--- src/rtl/gpio_pad_bank.sv ---
// gpio_pad_bank
//   Multi-channel GPIO pad controller sitting between the GPIO register block
//   and the pad ring. Drives bidirectional pad cells (DIN/OEN/DOUT, OEN
//   active-low), supports push-pull or open-drain output per channel,
//   synchronises and optionally deglitches pad inputs, and records sticky
//   rise/fall events with a maskable interrupt.
//
// Ports
//   clk           system clock
//   resetn        asynchronous active-low reset
//   out_value     requested output level per channel
//   out_enable    1 = channel drives the pad
//   open_drain    1 = open-drain mode, 0 = push-pull
//   filter_enable 1 = glitch filter active on channel
//   filter_limit  stable-cycle count required by the filter (all channels)
//   pad_din       to pad cell DIN
//   pad_oen       to pad cell OEN, 0 = driving
//   pad_dout      from pad cell DOUT, asynchronous to clk
//   in_value      synchronised, filtered input level
//   rise_pending  sticky rising-edge flags
//   fall_pending  sticky falling-edge flags
//   rise_mask     1 = rise_pending contributes to irq
//   fall_mask     1 = fall_pending contributes to irq
//   clear_rise    1-cycle pulse clears the rise_pending bit
//   clear_fall    1-cycle pulse clears the fall_pending bit
//   irq           OR of masked pending flags

module gpio_pad_bank #(
    parameter int WIDTH       = 8,
    parameter int SYNC_STAGES = 2,   // must be at least 2
    parameter int FILTER_BITS = 4
) (
    input  logic                   clk,
    input  logic                   resetn,
    input  logic [WIDTH-1:0]       out_value,
    input  logic [WIDTH-1:0]       out_enable,
    input  logic [WIDTH-1:0]       open_drain,
    input  logic [WIDTH-1:0]       filter_enable,
    input  logic [FILTER_BITS-1:0] filter_limit,
    output logic [WIDTH-1:0]       pad_din,
    output logic [WIDTH-1:0]       pad_oen,
    input  logic [WIDTH-1:0]       pad_dout,
    output logic [WIDTH-1:0]       in_value,
    output logic [WIDTH-1:0]       rise_pending,
    output logic [WIDTH-1:0]       fall_pending,
    input  logic [WIDTH-1:0]       rise_mask,
    input  logic [WIDTH-1:0]       fall_mask,
    input  logic [WIDTH-1:0]       clear_rise,
    input  logic [WIDTH-1:0]       clear_fall,
    output logic                   irq
);

    // ------------------------------------------------------------------
    // Output path: one register stage in front of the pad cell.
    // An open-drain channel never drives DIN high; it only enables the
    // driver (OEN=0) when asked to output a 0, otherwise it floats.
    // ------------------------------------------------------------------
    logic [WIDTH-1:0] din_next;
    logic [WIDTH-1:0] oen_next;

    assign din_next = out_value & ~open_drain;
    assign oen_next = (~open_drain & ~out_enable)
                    | ( open_drain & ~(out_enable & ~out_value));

    // NOTE: state registers use non-blocking assignments so every flop
    // samples pre-edge values regardless of statement order.
    always_ff @(posedge clk or negedge resetn) begin
        if (!resetn) begin
            pad_din <= '0;
            pad_oen <= '1;              // all channels tristate
        end else begin
            pad_din <= din_next;
            pad_oen <= oen_next;
        end
    end

    // ------------------------------------------------------------------
    // Input synchroniser: SYNC_STAGES flops per channel.
    // ------------------------------------------------------------------
    logic [WIDTH-1:0] sync_q [SYNC_STAGES];
    logic [WIDTH-1:0] sync;

    // NOTE: this array is a chain of ordinary flops, not a RAM, so it is
    // reset like any other register and cannot carry stale pad history
    // out of reset.
    always_ff @(posedge clk or negedge resetn) begin
        if (!resetn) begin
            for (int s = 0; s < SYNC_STAGES; s++) begin
                sync_q[s] <= '0;
            end
        end else begin
            sync_q[0] <= pad_dout;
            for (int s = 1; s < SYNC_STAGES; s++) begin
                sync_q[s] <= sync_q[s-1];
            end
        end
    end

    assign sync = sync_q[SYNC_STAGES-1];

    // ------------------------------------------------------------------
    // Glitch filter. A channel's counter runs only while the synchronised
    // level disagrees with in_value; any agreement restarts it. The >=
    // compare lets a lowered filter_limit take effect at once, and the
    // counter is cleared on acceptance so it never wraps. With the filter
    // disabled (or limit 0) a disagreement is accepted immediately.
    // ------------------------------------------------------------------
    logic [FILTER_BITS-1:0] cnt_q [WIDTH];

    always_ff @(posedge clk or negedge resetn) begin
        if (!resetn) begin
            in_value <= '0;
            for (int i = 0; i < WIDTH; i++) begin
                cnt_q[i] <= '0;
            end
        end else begin
            for (int i = 0; i < WIDTH; i++) begin
                if (sync[i] == in_value[i]) begin
                    cnt_q[i] <= '0;
                end else if (!filter_enable[i] || (cnt_q[i] >= filter_limit)) begin
                    in_value[i] <= sync[i];
                    cnt_q[i]    <= '0;
                end else begin
                    cnt_q[i] <= cnt_q[i] + 1'b1;
                end
            end
        end
    end

    // ------------------------------------------------------------------
    // Edge detect and sticky pending flags. A new event overrides a clear
    // arriving in the same cycle so no edge is ever lost.
    // ------------------------------------------------------------------
    logic [WIDTH-1:0] in_prev_q;
    logic [WIDTH-1:0] rise_event;
    logic [WIDTH-1:0] fall_event;

    assign rise_event =  in_value & ~in_prev_q;
    assign fall_event = ~in_value &  in_prev_q;

    always_ff @(posedge clk or negedge resetn) begin
        if (!resetn) begin
            in_prev_q    <= '0;
            rise_pending <= '0;
            fall_pending <= '0;
        end else begin
            in_prev_q    <= in_value;
            rise_pending <= (rise_pending & ~clear_rise) | rise_event;
            fall_pending <= (fall_pending & ~clear_fall) | fall_event;
        end
    end

    // Combinational from registers so mask writes reach irq in the same cycle.
    assign irq = |((rise_pending & rise_mask) | (fall_pending & fall_mask));

endmodule

--- config.mk ---
export PLATFORM = sky130hd
export DESIGN_NAME = gpio_pad_bank
export DESIGN_NICKNAME = d
export VERILOG_FILES = /design/src/rtl/gpio_pad_bank.sv
export SDC_FILE = /design/constraint.sdc
export NUM_CORES = 1
export LEC_CHECK = 0
export BUFFER_PORTS_ARGS = -buffer_cell sky130_fd_sc_hd__buf_4
export CORE_MARGIN = 5
export CORE_UTILIZATION = 50
export CTS_CLUSTER_SIZE = 12
export DETAILED_ROUTE_END_ITERATION = 16
export PLACE_DENSITY = 0.76
export SYNTH_ARGS = -nofsm -noshare
export SYNTH_HDL_FRONTEND = slang
export SYNTH_SLANG_ARGS = --single-unit
--- constraint.sdc ---
create_clock -name clk -period 2 [get_ports clk]
set_clock_uncertainty 0.05 [all_clocks]
set_input_delay 0.3 -clock clk [delete_from_list [all_inputs] [get_ports clk]]
set_output_delay 0.3 -clock clk [all_outputs]
set_load 0.01 [all_outputs]
After elaboration in Yosys (flattened, before gate mapping)
Cells that the tools add are included.
{ "word_totals": {"reg_bits": 96, "mem_count": 0, "inputBits": 78, "latch_bits": 0, "wordCells": 118, "ramBits": 0, "romBits": 0, "out_inout_bits": 41} }
{ "op_classes": {"div_mod_pow": 0, "n_lt_le_gt_ge": 8, "reduce_logical": 25, "n_eq_ne": 8, "n_mux": 16, "n_bitwise": 30, "mul": 0, "add_sub_neg": 8, "n_shift": 0} }
{ "op_table": {"columns": ["cell", "n"], "rows": [
  ["$and A8 B8 Y8", 10],
  ["$mux W4", 16],
  ["$not A8 Y8", 8],
  ["$add A4 B1 Y4 const B", 8],
  ["$ge A4 B4 Y1", 8],
  ["$or A8 B8 Y8", 4],
  ["$reduce_and A2 Y1", 8],
  ["$eq A1 B1 Y1", 8],
  ["$logic_not A1 Y1", 8],
  ["$logic_or A1 B1 Y1", 8],
  ["$not A1 Y1", 8],
  ["$reduce_or A8 Y1", 1]
]} }

Depth between registers and ports, before layout
Gate-level depths: netlist of the first run.
{ "depth": {"word_depth": 5, "ltp_mapped": 5, "ltp_nobuf": 5} }

Least setup slack after synthesis of the first run
OpenSTA, ideal clock, no wires.
{ "synth_timing": {"kind": "input to register", "startpoint": "input port filter_limit[1]", "endpoint": "register in_value[0]", "path_slack_ns": 0.502, "arrival_time_ns": 1.323, "n_path_buf": 0, "path_stages": 5, "path_cell_list": "inv_1 -> ha_1 -> o211ai_1 -> o211ai_1 -> mux2_4"} }
{ "synth_between": {"elab_chain_cells": 3} }
{ "synth_rtl": {"columns": ["element", "line", "rtl"], "rows": [
  ["start: declaration", "39", "input logic [FILTER_BITS-1:0] filter_limit,"],
  ["$ge A4 B4 Y1", "120", "end else if (!filter_enable[i] || (cnt_q[i] >= filter_limit)) begin"],
  ["$logic_or A1 B1 Y1", "120", null],
  ["$reduce_and A2 Y1 (no source line)", null, null],
  ["end signal: indexed assignment", "121", "in_value[i] <= sync[i];"],
  ["end: declaration", "43", "output logic [WIDTH-1:0] in_value,"]
]} }
No other way between the ends.
A chain may end at the register's enable or synchronous reset.

Final worst setup path of the first run
{ "layout_timing": {"startpoint": "register fall_pending[5]", "endpoint": "output port irq"} }
{ "layout_between": {"elab_chain_cells": 3} }
{ "layout_rtl": {"columns": ["element", "line", "rtl"], "rows": [
  ["start: declaration", "45", "output logic [WIDTH-1:0] fall_pending,"],
  ["start signal: assignment", "149", "fall_pending <= (fall_pending & ~clear_fall) | fall_event;"],
  ["$and A8 B8 Y8", "154", "assign irq = |((rise_pending & rise_mask) | (fall_pending & fall_mask));"],
  ["$or A8 B8 Y8", "154", null],
  ["$reduce_or A8 Y1", "154", null],
  ["end: declaration", "50", "output logic irq"]
]} }
No other way between the ends.

==> impl_metrics.csv, run 1 <==
group,metric,value,unit
floorplanning,start_util,51.4,%
cells_and_area,drive_gt1_share,32.9,%
floorplanning,fp.dieH,102,um
worst_hold_path,hold_path.class,"in2reg",
floorplanning,die_w,102,um
cts,cts_tree,"built",
route,ant_nets,0,
synth,ys_ff_latch,96,
floorplanning,ioPinCount,119,
route,routedWlPerCell,14.1,um
critical_path,reg2reg_slack,0.42,ns
cts,numCtsBuffers,9,
timing,rsz0062_at_grt,"false",
synth,seq_area_frac_synth,57.1,%
timing,maxSlewHeadroom,73.6,%
cells_and_area,antenna_cells,0,
timing,setup_viol,0,
pwr,powerDensity,751,nW/um^2
timing,final_max_slew_viol_count,0,
synth,synth_area_leaders,"dfrtp_1 (52%), ha_1 (12%), dfstp_2 (5.0%)",
synth,synth_nets,466,
critical_path,cp_num_cells,4,
floorplanning,dieArea,10400,um^2
route,vias,3022,
timing,worstMarginPinSlew,0.395,ns
timing,period_share,93.1,%
pwr,vdd_drop_max,0.379,mV
cells_and_area,n_fill_cell,596,
synth,yosysTopAreaCell,"dfrtp_1",
timing,timing.fmax,537,MHz
critical_path,ff2ff_path_depth,5,
route,drt_first_pass_iters,4,
cts,clk_pin_slew,0.08,ns
global_routing,grt_pass1_wl,14700,um
cts,htree_num_levels,3,
synth,synth_cell_types,19,
synth,synth_area,4220,um^2
cts,cts_buffer_depth,2,
critical_path,critPathMaxFanout,3,
timing,hold_viol_final,0,
floorplanning,core_area,8220,um^2
place,dpl.hpwl,6580,um
critical_path,cp-startpoint,"fall_pending[5]",
critical_path,r2r-end,"in_value[6]",
critical_path,arrival,1.51,ns
critical_path,cp_slowest_stage_delay,0.41,ns
synth,syn_inst,348,
route,drtIter0Drc,36,
job,max-cap-violations,0,
critical_path,r2r-start,"cnt_q[4]",
global_routing,grtUsageTotal,18.1,%
critical_path,cp_top_family,"compound AO/OA/AOI/OAI gates",
critical_path,path_cells,"a22o_1 -> a221oi_2 -> nand4_1 -> buf_4",
worst_hold_path,hold_start,"out_enable[3]",
synth,avgSynthCellArea,12.1,um^2
floorplanning,rows,33,
pwr,power_leakage,2.87,nW
cts,cts-root-buf,"clkbuf_8",
place,place_worst_setup_slack,0.259,ns
place,portBuffers,118,
global_routing,grt_max_degree,49,
status,status,"finished clean",
global_routing,grt_pass1_vias,3233,
cts,clk_latency,0.34,ns
cells_and_area,synthToLayoutAreaGrowth,34.5,%
critical_path,worstPathRequired,1.65,ns
cells_and_area,finalCoreUtilization,69.1,%
timing,fin_ws,0.137,ns
critical_path,cp-start-kind,"register",
timing,fin_crit,1.86,ns
synth,synth_top_area_share,52.1,%
synth,synth_warnings,0,
cts,clock_sinks,96,
critical_path,worstSetupPathType,"reg2out",
global_routing,antenna_found_initial,0,
place,gp_congestion,0.829,
global_routing,grt-ovfl-total,0,
cells_and_area,finalNetCount,619,
critical_path,crit_end,"irq",
critical_path,end_kind,"output pin",
route,viasPerCell,4.95,
critical_path,crit_slowest_cell,"dfrtp_1",
timing,setup-tns-final,0,ns
route,wl,8620,um
route,drcViolationCount,0,
critical_path,cp_num_buf_inv,1,
==> kinds of logic (layout without fill, tap and decap cells) <==
group	after synthesis	in the layout	share of synthesized area [%]
buffers and inverters	43	200	3.82
flip-flops	96	96	57.1
AND/OR/NAND/NOR	89	89	10.8
multiplexers	8	8	2.40
XOR/XNOR	24	24	4.98
adder cells (fa/ha/maj)	40	40	11.9
AO/OA/AOI/OAI	48	48	9.01
==> synthesized netlist by cell type <==
cell type / count
dfrtp_1: 88
xor2_1: 16
mux2_4: 3
nor2_1: 32
nor3b_2: 8
o22ai_1: 8
nand4_1: 1
a221oi_1: 4
o2111ai_1: 8
ha_1: 40
mux2_2: 5
dfstp_2: 8
nand2_1: 24
nand3_1: 8
inv_1: 43
o211ai_1: 16
a22o_1: 12
nor2b_1: 16
xnor2_1: 8
==> state kept, by name (all words and copies together), names as in the netlist <==
name	flops
sync	8
in_value	8
pad_oen	8
cnt_q	32
in_prev_q	8
rise_pending	8
sync_q	8
pad_din	8
fall_pending	8
==> cell type report <==
cell class              instances  area, um^2  share of cell area, %
clock buffers                  12         145                   2.56
clock inverters                 3        42.5                  0.749
inverters                      43         161                   2.84
multi-input cells             209        1670                   29.4
flip-flops and latches         96        2410                   42.5
well taps                     105         131                   2.31
repair buffers                142        1120                   19.7
==> layer usage <==
metal / global-route usage [%] / vias to the layer above / wire [um]
met5: 0 / - / 0
met4: 5.85 / 0 / 99
met3: 5.46 / 9 / 767
met2: 30.9 / 100 / 4270
met1: 22.1 / 1411 / 3480
li1: - / 1502 / -
==> worst min-delay path by stage <==
stage,cells after the start,slack (ns),endpoint
finish,2,0.02,pad_oen[3]
global route,2,0.003,pad_oen[3]
CTS,2,0.001,pad_oen[4]
detailed placement,1,0.19,pad_din[4]
global placement,1,0.18,pad_din[4]
floorplan,0,-0.05,cnt_q[0]
==> through the flow <==
step	total power (W)	hold slack, ns	std cells	area (um^2)
2_1_floorplan	0.00262	-0.0456	348	4220
3_3_place_gp	0.00301	0.184	575	5280
3_5_place_dp	0.00305	0.192	575	5280
4_1_cts	0.00429	0.00145	604	5620
5_1_grt	0.00451	0.00299	610	5680
6_report	0.00426	0.0222	610	5680
==> worst reg2reg max path: stages, from the launching register on <==
cell and delay [ns]:
dfrtp_1 0.42, inv_1 0.07, ha_1 0.28, nor3b_2 0.20
o211ai_1 0.14, mux2_4 0.31
==> timing repair <==
item | in CTS | in global routing
hold endpoints to repair | 33 | 2
hold buffers | 14 | 2
setup endpoints to repair | 1 | 1
setup buffers | 0 | 4
resized for setup | 1 | 2
pin swaps | 0 | 1
==> where the power goes <==
part | total (W) | internal (W) | switching (W)
Clock | 0.00120 | 0.000605 | 0.000600
Sequential | 0.00225 | 0.00211 | 0.000145
Combinational | 0.000804 | 0.000454 | 0.000350
Total | 0.00426 | 0.00317 | 0.00109
==> layout by cell type, fill, tap and decap left out, types with 10 or more instances in the layout <==
cell	Yosys	final
a22o_1	12	12
buf_4	0	125
clkbuf_8	0	10
dfrtp_1	88	88
dlygate4sd3_1	0	16
ha_1	40	40
inv_1	43	43
nand2_1	24	24
nor2_1	32	32
nor2b_1	16	16
o211ai_1	16	16
xor2_1	16	16
(Power assumes the default switching activity.)
==> run 2, diff against run 1 <==
PLACE_DENSITY = default   (was 0.76)
PLACE_DENSITY_LB_ADDON = 0.12   (was default)
==> impl_metrics.csv, run 2 (same netlist as run 1, synthesis figures left out) <==
group,metric,value,unit
status,status,"finished clean",
global_routing,grt-ovfl-total,0,
critical_path,arrival,1.53,ns
critical_path,r2r-start,"cnt_q[28]",
cells_and_area,drive_gt1_share,32.2,%
global_routing,grt_pass1_vias,3140,
cells_and_area,n_fill_cell,594,
global_routing,grt_max_degree,50,
floorplanning,ioPinCount,119,
cells_and_area,finalCoreUtilization,69.1,%
floorplanning,dieArea,10400,um^2
place,dpl.hpwl,6400,um
pwr,powerDensity,778,nW/um^2
critical_path,worstSetupPathType,"reg2out",
worst_hold_path,hold_start,"open_drain[4]",
cts,numCtsBuffers,9,
worst_hold_path,hold_end,"pad_din[4]",
cts,cts_resized,0,
route,routedWlPerCell,13.7,um
timing,hold_viol_final,0,
timing,timing.fmax,532,MHz
pwr,clockPowerShare,31.6,%
place,dpl_cell_area,5280,um^2
timing,maxSlewHeadroom,74.3,%
timing,worstMarginPinSlew,0.385,ns
timing,period_share,94.0,%
critical_path,end_kind,"output pin",
critical_path,r2r-end,"in_value[0]",
critical_path,cp_top_family,"compound AO/OA/AOI/OAI gates",
global_routing,grtUsageTotal,16.9,%
place,portBuffers,118,
route,drcViolationCount,0,
critical_path,crit_slowest_cell,"dfrtp_1",
timing,fin_ws,0.120,ns
critical_path,cp_slowest_stage_delay,0.41,ns
timing,setup-tns-final,0,ns
floorplanning,rows,33,
pwr,p_int,0.00328,W
route,wl,8320,um
cells_and_area,synthToLayoutAreaGrowth,34.5,%
cells_and_area,antenna_cells,0,
cts,clock_sinks,96,
cells_and_area,layout_common_cells,"buf_4 (121), dfrtp_1 (88), inv_1 (43), ha_1 (40), nor2_1 (32)",
route,drt_first_pass_iters,4,
cts,hold_buffers,17,
critical_path,worstPathRequired,1.65,ns
cts,post-cts-setup-buffers,0,
cts,cts-root-buf,"clkbuf_8",
cts,clk_latency,0.35,ns
pwr,power_leakage,2.87,nW
critical_path,cp_num_cells,4,
critical_path,cp_num_buf_inv,1,
route,viasPerCell,4.95,
timing,final_max_slew_viol_count,0,
cells_and_area,mostFrequentLayoutCell,"buf_4",
floorplanning,fp.dieH,102,um
critical_path,path_cells,"a22o_1 -> a221oi_1 -> nand4_1 -> buf_4",
timing,setup_viol,0,
pwr,vdd_drop_max,0.565,mV
critical_path,cp-start-kind,"register",
floorplanning,core_area,8220,um^2
cells_and_area,regMostFlops,"cnt_q",
cts,cts_buffer_depth,2,
global_routing,grt_pass1_wl,13700,um
pwr,combPwrFrac,17.4,%
critical_path,critPathMaxFanout,3,
place,place_worst_setup_slack,0.243,ns
pwr,p_seq_share,50.9,%
worst_hold_path,hold_depth,2,
global_routing,antenna_found_initial,0,
cells_and_area,finalInstanceArea,5680,um^2
timing,rsz0062_at_grt,"false",
place,placed_cells,575,
cts,htree_num_levels,3,
cts,cts_tree,"built",
route,vias,3008,
worst_hold_path,hold_path.class,"in2reg",
cells_and_area,finalNetCount,616,
cells_and_area,largest_reg_flops,32,
cells_and_area,stdcell_count,608,
route,ant_nets,0,
critical_path,reg2reg_slack,0.44,ns
timing,fin_crit,1.88,ns
job,max-cap-violations,0,
floorplanning,start_util,51.4,%
floorplanning,die_w,102,um
pwr,switchingPower,0.00113,W
route,drtIter0Drc,56,
critical_path,cp-startpoint,"fall_pending[0]",
place,gp_congestion,0.811,
cts,clk_pin_slew,0.09,ns
pwr,p_sw_share,25.6,%
critical_path,ff2ff_path_depth,5,
-- run 2: layout make-up --
cell class / instances / area, um^2 / area share, %
clock buffers: 10 / 138 / 2.42
clock inverters: 6 / 90.1 / 1.59
inverters: 43 / 161 / 2.84
multi-input cells: 209 / 1650 / 29.0
flip-flops and latches: 96 / 2410 / 42.5
well taps: 105 / 131 / 2.31
repair buffers: 139 / 1100 / 19.3
-- run 2: worst max path at each step --
stage                        endpoint
after global routing              irq
after floorplan           in_value[0]
after CTS                         irq
after global placement    in_value[0]
final                             irq
after detailed placement  in_value[4]
-- run 2: through the flow --
step	power, W	hold slack, ns
after floorplan	0.00262	-0.0456
after global placement	0.00302	0.136
after detailed placement	0.00305	0.138
after CTS	0.00448	0.0220
after global routing	0.00466	0.0180
final	0.00442	0.0376
-- run 2: metal layers --
layer	track usage, %	part of all wire, %	up-vias
met1	20.5	42	1405
met2	28.7	47	100
met3	5.94	10	10
met4	4.84	1.3	0
li1	-	-	1493
met5	0	0	-
-- run 2: power by group through the flow --
stage	Sequential (W)	Clock (W)	Combinational (W)
2_1_floorplan	0.00230	0	0.000319
3_3_place_gp	0.00228	0	0.000738
3_5_place_dp	0.00229	0	0.000756
4_1_cts	0.00225	0.00144	0.000787
5_1_grt	0.00227	0.00152	0.000871
6_report	0.00225	0.00140	0.000771
==> run 3, diff against run 2 <==
CELL_PAD_IN_SITES_DETAIL_PLACEMENT = 2   (was default)
CELL_PAD_IN_SITES_GLOBAL_PLACEMENT = 2   (was default)
CORE_UTILIZATION = 33   (was 50)
==> impl_metrics.csv, run 3 (same netlist as run 1, synthesis figures left out) <==
group,metric,value,unit
place,portBuffers,118,
cells_and_area,largest_reg_flops,32,
route,drcViolationCount,0,
timing,hold_viol_final,0,
route,drt_first_pass_iters,3,
timing,timing.fmax,528,MHz
cells_and_area,synthToLayoutAreaGrowth,37.0,%
route,m1WireLength,4410,um
cts,hold_buffers,9,
cts,clk_pin_slew,0.06,ns
route,routedWlPerCell,17.1,um
timing,final_max_slew_viol_count,0,
cts,cts_tree,"built",
timing,setup_viol,0,
timing,period_share,94.7,%
timing,maxSlewHeadroom,66.3,%
cts,cts_resized,0,
critical_path,cp_num_cells,4,
cells_and_area,finalNetCount,610,
timing,fin_ws,0.106,ns
route,wl,11400,um
critical_path,worstPathRequired,1.65,ns
floorplanning,core_area,12600,um^2
floorplanning,dieArea,15200,um^2
cts,cts_buffer_depth,2,
critical_path,reg2reg_slack,0.40,ns
critical_path,cp-start-kind,"register",
cells_and_area,regMostFlops,"cnt_q",
cts,post-cts-setup-buffers,0,
route,ant_nets,0,
worst_hold_path,hold_end,"pad_oen[3]",
critical_path,arrival,1.54,ns
job,max-cap-violations,0,
route,highest_layer,"met4",
status,status,"finished clean",
place,placed_cells,644,
timing,fin_crit,1.89,ns
critical_path,path_cells,"a22o_1 -> a221oi_1 -> nand4_1 -> buf_4",
cells_and_area,mostFrequentLayoutCell,"buf_4",
route,wl_met2,5860,um
route,met3_wirelength,906,um
global_routing,grt_pass1_vias,3651,
cts,cts-root-buf,"clkbuf_16",
worst_hold_path,hold_depth,2,
critical_path,critPathMaxFanout,3,
critical_path,cp_slowest_stage_delay,0.44,ns
timing,setup-tns-final,0,ns
place,dpl.hpwl,8840,um
cells_and_area,antenna_cells,0,
cts,clock_sinks,96,
floorplanning,fp.dieH,123,um
place,gp_congestion,0.715,
worst_hold_path,hold_path.class,"in2reg",
pwr,power_leakage,2.89,nW
pwr,power.total,0.00485,W
timing,worstMarginPinSlew,0.505,ns
cts,clk_latency,0.35,ns
global_routing,grtUsageTotal,16.1,%
floorplanning,ioPinCount,119,
critical_path,worstSetupPathType,"reg2out",
route,drtIter0Drc,91,
cells_and_area,drive_gt1_share,32.5,%
critical_path,r2r-start,"cnt_q[30]",
floorplanning,start_util,33.6,%
global_routing,antenna_found_initial,0,
critical_path,cp_top_family,"compound AO/OA/AOI/OAI gates",
critical_path,end_kind,"output pin",
critical_path,r2r-end,"in_value[0]",
floorplanning,die_w,123,um
cts,numCtsBuffers,9,
critical_path,cp_num_buf_inv,1,
route,viasPerCell,4.80,
global_routing,grt-ovfl-total,0,
timing,rsz0062_at_grt,"false",
critical_path,crit_slowest_cell,"dfrtp_1",
cells_and_area,finalCoreUtilization,46.0,%
cts,htree_num_levels,3,
pwr,vdd_drop_max,0.393,mV
pwr,powerDensity,838,nW/um^2
global_routing,grt_pass1_wl,18700,um
cells_and_area,layout_common_cells,"buf_4 (122), dfrtp_1 (88), inv_1 (43), ha_1 (40), nor2_1 (32)",
global_routing,grt_max_degree,38,
floorplanning,rows,41,
route,vias,3207,
place,place_worst_setup_slack,0.205,ns
cells_and_area,stdcell_count,668,
critical_path,ff2ff_path_depth,4,
worst_hold_path,hold_start,"out_enable[3]",
run 3: cell count changes in the layout (fill, tap and decap cells not counted):
cell	delta
buf_12	+1
clkbuf_8	-10
buf_4	+1
inv_6	-1
clkbuf_16	+9
dlygate4sd3_1	-8
clkbuf_1	+2
clkinvlp_4	-1
clkinv_4	-1
clkinv_2	+1
run 3: worst max-delay path by stage:
stage,startpoint,endpoint
after global placement,filter_limit[1],in_value[0]
final,rise_pending[6],irq
after floorplan,filter_limit[1],in_value[0]
after global routing,rise_pending[6],irq
after CTS,rise_pending[6],irq
after detailed placement,filter_limit[3],in_value[2]
run 3: report_power, final:
group | total (W) | internal [W] | switching [W]
Combinational | 0.000800 | 0.000431 | 0.000368
Sequential | 0.00227 | 0.00211 | 0.000155
Clock | 0.00178 | 0.00108 | 0.000699
run 3: worst register-to-register path, cell delays in order (launching register included):
cell and delay, ns:
dfrtp_1 0.43, ha_1 0.31, o211ai_1 0.12, o211ai_1 0.26, mux2_4 0.33
run 3: layer usage:
metal	global-route usage, %	vias to the layer above
met4	6.92	0
met3	4.67	16
met1	17.8	1614
li1	-	1472
met5	0	-
met2	28.8	105
run 3: final cells by class:
cell class / count / area, um^2
multi-input combinational: 209 / 1650
inverter: 43 / 161
sequential: 96 / 2410
fill: 1293 / 6780
clock buffer: 11 / 233
clock inverter: 4 / 70.1
timing repair buffer: 133 / 1050
tap: 172 / 215
run 3: per-stage QoR:
stage / instance area, um^2 / hold WS (ns)
final: 5790 / 0.0225
after global routing: 5790 / 0.0161
after CTS: 5790 / 0.00523
after detailed placement: 5390 / 0.262
after global placement: 5390 / 0.260
after floorplan: 4220 / -0.0456
